**src/rtl/bcd_pkg.sv**
```systemverilog
// Shared constants and types for the binary-to-BCD display path.
// Holds digit geometry, the converter state type and display codes.
package bcd_pkg;

    localparam int BCD_W      = 4;
    localparam int DEF_DIGITS = 4;
    localparam int BCD_MAX    = 9999;

    typedef enum logic [1:0] {
        IDLE   = 2'd0,
        CONV   = 2'd1,
        FINISH = 2'd2
    } state_t;

    // Non-numeric glyph codes understood by the segment decoder.
    localparam logic [3:0] BLANK = 4'hF;
    localparam logic [3:0] G     = 4'hA;
    localparam logic [3:0] b     = 4'hB;
    localparam logic [3:0] U     = 4'hC;
    localparam logic [3:0] F     = 4'hD;
    localparam logic [3:0] S     = 4'hE;

    function automatic int unsigned pow10(input int n);
        int unsigned r;
        r = 1;
        for (int i = 0; i < n; i++) r = r * 10;
        return r;
    endfunction

endpackage

```
**src/rtl/bcd_add3.sv**
```systemverilog
// Double-dabble correction cell: a digit of 5 or more gets +3.
// Ports: digit (4-bit BCD in), adj (4-bit corrected out).
module bcd_add3
    import bcd_pkg::*;
(
    input  logic [BCD_W-1:0] digit,
    output logic [BCD_W-1:0] adj
);

    always_comb begin
        adj = digit;
        if (digit >= 4'd5) adj = digit + 4'd3;
    end

endmodule

```
**src/rtl/bin_to_bcd_seq.sv**
```systemverilog
// Sequential shift-add-3 binary to packed BCD converter, one bit per clock.
// Ports: clk, rst_n (sync), start/bin in; busy, done pulse, bcd, ovf out.
module bin_to_bcd_seq
    import bcd_pkg::*;
#(
    parameter int BIN_W  = 14,
    parameter int DIGITS = DEF_DIGITS,
    parameter int CNT_W  = 4
) (
    input  logic                    clk,
    input  logic                    rst_n,
    input  logic                    start,
    input  logic [BIN_W-1:0]        bin,
    output logic                    busy,
    output logic                    done,
    output logic [BCD_W*DIGITS-1:0] bcd,
    output logic                    ovf
);

    localparam int          SW      = BCD_W * DIGITS;
    localparam int unsigned MAX_VAL = pow10(DIGITS) - 1;

    state_t            state;
    logic [SW-1:0]     scratch;
    logic [SW-1:0]     adj;
    logic [BIN_W-1:0]  shreg;
    logic [CNT_W-1:0]  cnt;
    logic              ovf_pend;

    for (genvar i = 0; i < DIGITS; i++) begin : g_add3
        bcd_add3 u_add3 (
            .digit (scratch[i*BCD_W +: BCD_W]),
            .adj   (adj[i*BCD_W +: BCD_W])
        );
    end

    always_ff @(posedge clk) begin
        if (!rst_n) begin
            state    <= IDLE;
            busy     <= 1'b0;
            done     <= 1'b0;
            bcd      <= '0;
            ovf      <= 1'b0;
            scratch  <= '0;
            shreg    <= '0;
            cnt      <= '0;
            ovf_pend <= 1'b0;
        end else begin
            done <= 1'b0;
            unique case (state)
                IDLE: begin
                    if (start) begin
                        shreg    <= bin;
                        scratch  <= '0;
                        ovf_pend <= 32'(bin) > MAX_VAL;
                        cnt      <= CNT_W'(BIN_W);
                        busy     <= 1'b1;
                        state    <= CONV;
                    end
                end
                CONV: begin
                    // Corrected digits shift up, taking the next binary MSB.
                    scratch <= {adj[SW-2:0], shreg[BIN_W-1]};
                    shreg   <= {shreg[BIN_W-2:0], 1'b0};
                    cnt     <= cnt - 1'b1;
                    if (cnt == CNT_W'(1)) state <= FINISH;
                end
                FINISH: begin
                    bcd   <= ovf_pend ? {DIGITS{4'h9}} : scratch;
                    ovf   <= ovf_pend;
                    done  <= 1'b1;
                    busy  <= 1'b0;
                    state <= IDLE;
                end
                default: state <= IDLE;
            endcase
        end
    end

endmodule

```
**config.mk**
```make
export PLATFORM = sky130hd
export DESIGN_NAME = bin_to_bcd_seq
export DESIGN_NICKNAME = d
export VERILOG_FILES = /design/src/rtl/bcd_pkg.sv /design/src/rtl/bcd_add3.sv /design/src/rtl/bin_to_bcd_seq.sv
export SDC_FILE = /design/constraint.sdc
export NUM_CORES = 1
export LEC_CHECK = 0
export CORE_MARGIN = 5
export CORE_UTILIZATION = 54
export CTS_CLUSTER_SIZE = 30
export DETAILED_ROUTE_END_ITERATION = 6
export HOLD_SLACK_MARGIN = 0.05
export PLACE_DENSITY = 0.84
export SLEW_MARGIN = 10
export SYNTH_ARGS = -nofsm -noshare
export SYNTH_HDL_FRONTEND = slang
export SYNTH_HIERARCHICAL = 1
export SYNTH_SLANG_ARGS = --single-unit
```
**constraint.sdc**
```tcl
create_clock -name clk -period 1.75 [get_ports clk]
set_clock_uncertainty 0.2 [all_clocks]
set_input_delay 0.2625 -clock clk [delete_from_list [all_inputs] [get_ports clk]]
set_output_delay 0.2625 -clock clk [all_outputs]
set_load 0.01 [all_outputs]
```
==> impl_metrics.tcl <==
set metrics [dict create \
    synth.net_count 310 \
    routed_wl_um 5400 \
    critical_path_required_ns 1.79 \
    fin_cells 373 \
    portBuffers 35 \
    maxCapViolCount 0 \
    layout_common_cells "dfxtp_1 (49), clkdlybuf4s50_1 (35), nor2_1 (30)" \
    die_w_um 78.7 \
    dp_cells 364 \
    cts_buffer_depth 2 \
    hold_class "reg2reg" \
    synth_cells 283 \
    hold_depth 1 \
    setup_viol 0 \
    worst-r2r-setup-slack_ns 0.10 \
    avgViaCountPerCell 5.71 \
    clkTransAtPathRegs_ns 0.09 \
    place.gp.congestion 0.805 \
    cts-htree-levels 2 \
    cts_tree "yes" \
    drt_first_pass_iters 5 \
    pin_count 36 \
    syn2layout_area_growth_pct 20.6 \
    drtAntennaViolNets 0 \
    grt_max_degree 32 \
    report.final.slew_viol_count 0 \
    ir_drop_mv 0.576 \
    grt_pass1_wl_um 9040 \
    r2r-end "scratch[5]" \
    vias 2129 \
    drtIter0Drc 101 \
    hp-start "bcd[15]" \
    root_buffer "clkbuf_8" \
    hold_path_end "bcd[15]" \
    placed_area_um2 2930 \
    numCtsBuffers 5 \
    reg2reg_from "state[0]" \
    worstSetupEndpointType "flop" \
    hold_viol 0 \
    holdBufCountCts 0 \
    ys.warnings.count 6 \
    core_area_um2 4660 \
    fmax_mhz 577 \
    cp-start-kind "input pin" \
    fin_nets 345 \
    rows 25 \
    grt_pass1_vias 2063 \
    p_leak_uw 0.00121 \
    r2r_cells 3 \
    post-dp-hpwl_um 3590 \
    power.density_nw_per_um2 800 \
    fill_cells 399 \
    synth.avg_cell_area_um2 8.99 \
    period_minus_slack_ns 1.73 \
    status "complete, no violations" \
    p_total_uw 2460 \
    die-height_um 78.7 \
    wire_per_inst_um 14.5 \
    worst_slew_pin_slew_ns 0.767 \
    grt_use_total_pct 18.3 \
    slew_headroom_pct 48.9 \
    post-place-ws_ns -0.209 \
    antenna_found_initial 0 \
    syn_area_um2 2540 \
    fin_ws_ns 0.0183 \
    clk_latency_ns 0.31 \
    cp_max_fo 15 \
    drive_gt1_share_pct 13.2 \
    cts_num_sinks 56 \
    remaining_drc_errors 0 \
    fin_crit_sh_pct 99.0 \
    design_area_um2 3070 \
    start_util_pct 54.6 \
    die_area_um2 6190 \
    critPathArrivalTime_ns 1.77 \
    grt-ovfl-total 0 \
    n_antenna_cell 0 \
    crit_type "in2reg" \
    holdWs_ns 0.267 \
    layout_commonest_cell "dfxtp_1" \
]
[per-layer routing]
metal	global-route usage (%)	routed length (µm)	share of wire [%]
met5	0	0	0
met2	31.4	2620	48
met1	20.8	2340	43
met3	5.28	290	5.4
met4	8.92	150	2.8
[worst max-delay path by stage]
stage | startpoint | to | slack, ns | cells after the start
finish | start | scratch[5] | 0.02 | 4
global route | scratch[1] | scratch[2] | -0.005 | 7
CTS | state[0] | scratch[2] | 0.01 | 3
detailed placement | start | scratch[2] | -0.21 | 4
global placement | start | scratch[9] | -0.15 | 4
floorplan | scratch[1] | scratch[2] | 0.24 | 7
[cell type report]
| class | count | area, µm² | share of cell area [%] |
|---|---|---|---|
| Multi-Input combinational cell | 198 | 1300 | 42.3 |
| Sequential cell | 56 | 1130 | 36.8 |
| Clock inverter | 2 | 35.0 | 1.14 |
| Tap cell | 54 | 67.6 | 2.20 |
| Inverter | 13 | 48.8 | 1.59 |
| Timing Repair Buffer | 44 | 418 | 13.6 |
| Clock buffer | 6 | 72.6 | 2.36 |
[timing repair]
| action | CTS | global route |
|---|---|---|
| resized for setup | 0 | 11 |
| setup buffers | 0 | 0 |
| endpoints found under the setup margin | 0 | 29 |
[critical path, stage by stage]
cell and delay, ns:
clkdlybuf4s50_1 0.50, o21bai_2 0.67, a22oi_1 0.20, nor2_1 0.13
[registers in the layout, indices dropped and copies added, names as in the netlist]
| name | count |
|---|---|
| scratch | 16 |
| ovf | 1 |
| busy | 1 |
| shreg | 14 |
| ovf_pend | 1 |
| cnt | 4 |
| bcd | 16 |
| state | 2 |
| done | 1 |
[per-stage QoR]
stage	utilization [%]	TNS, ns
after floorplan	-	0
after global placement	62.8	-3.80
after detailed placement	62.8	-4.79
after CTS	65.1	0
after global routing	65.9	-0.00952
final	65.9	0
[power by group]
group	internal [µW]	switching [µW]
Clock	425	400
Sequential	1320	37.3
Combinational	125	149
Total	1870	586
Power figures use the tool's default switching activity.
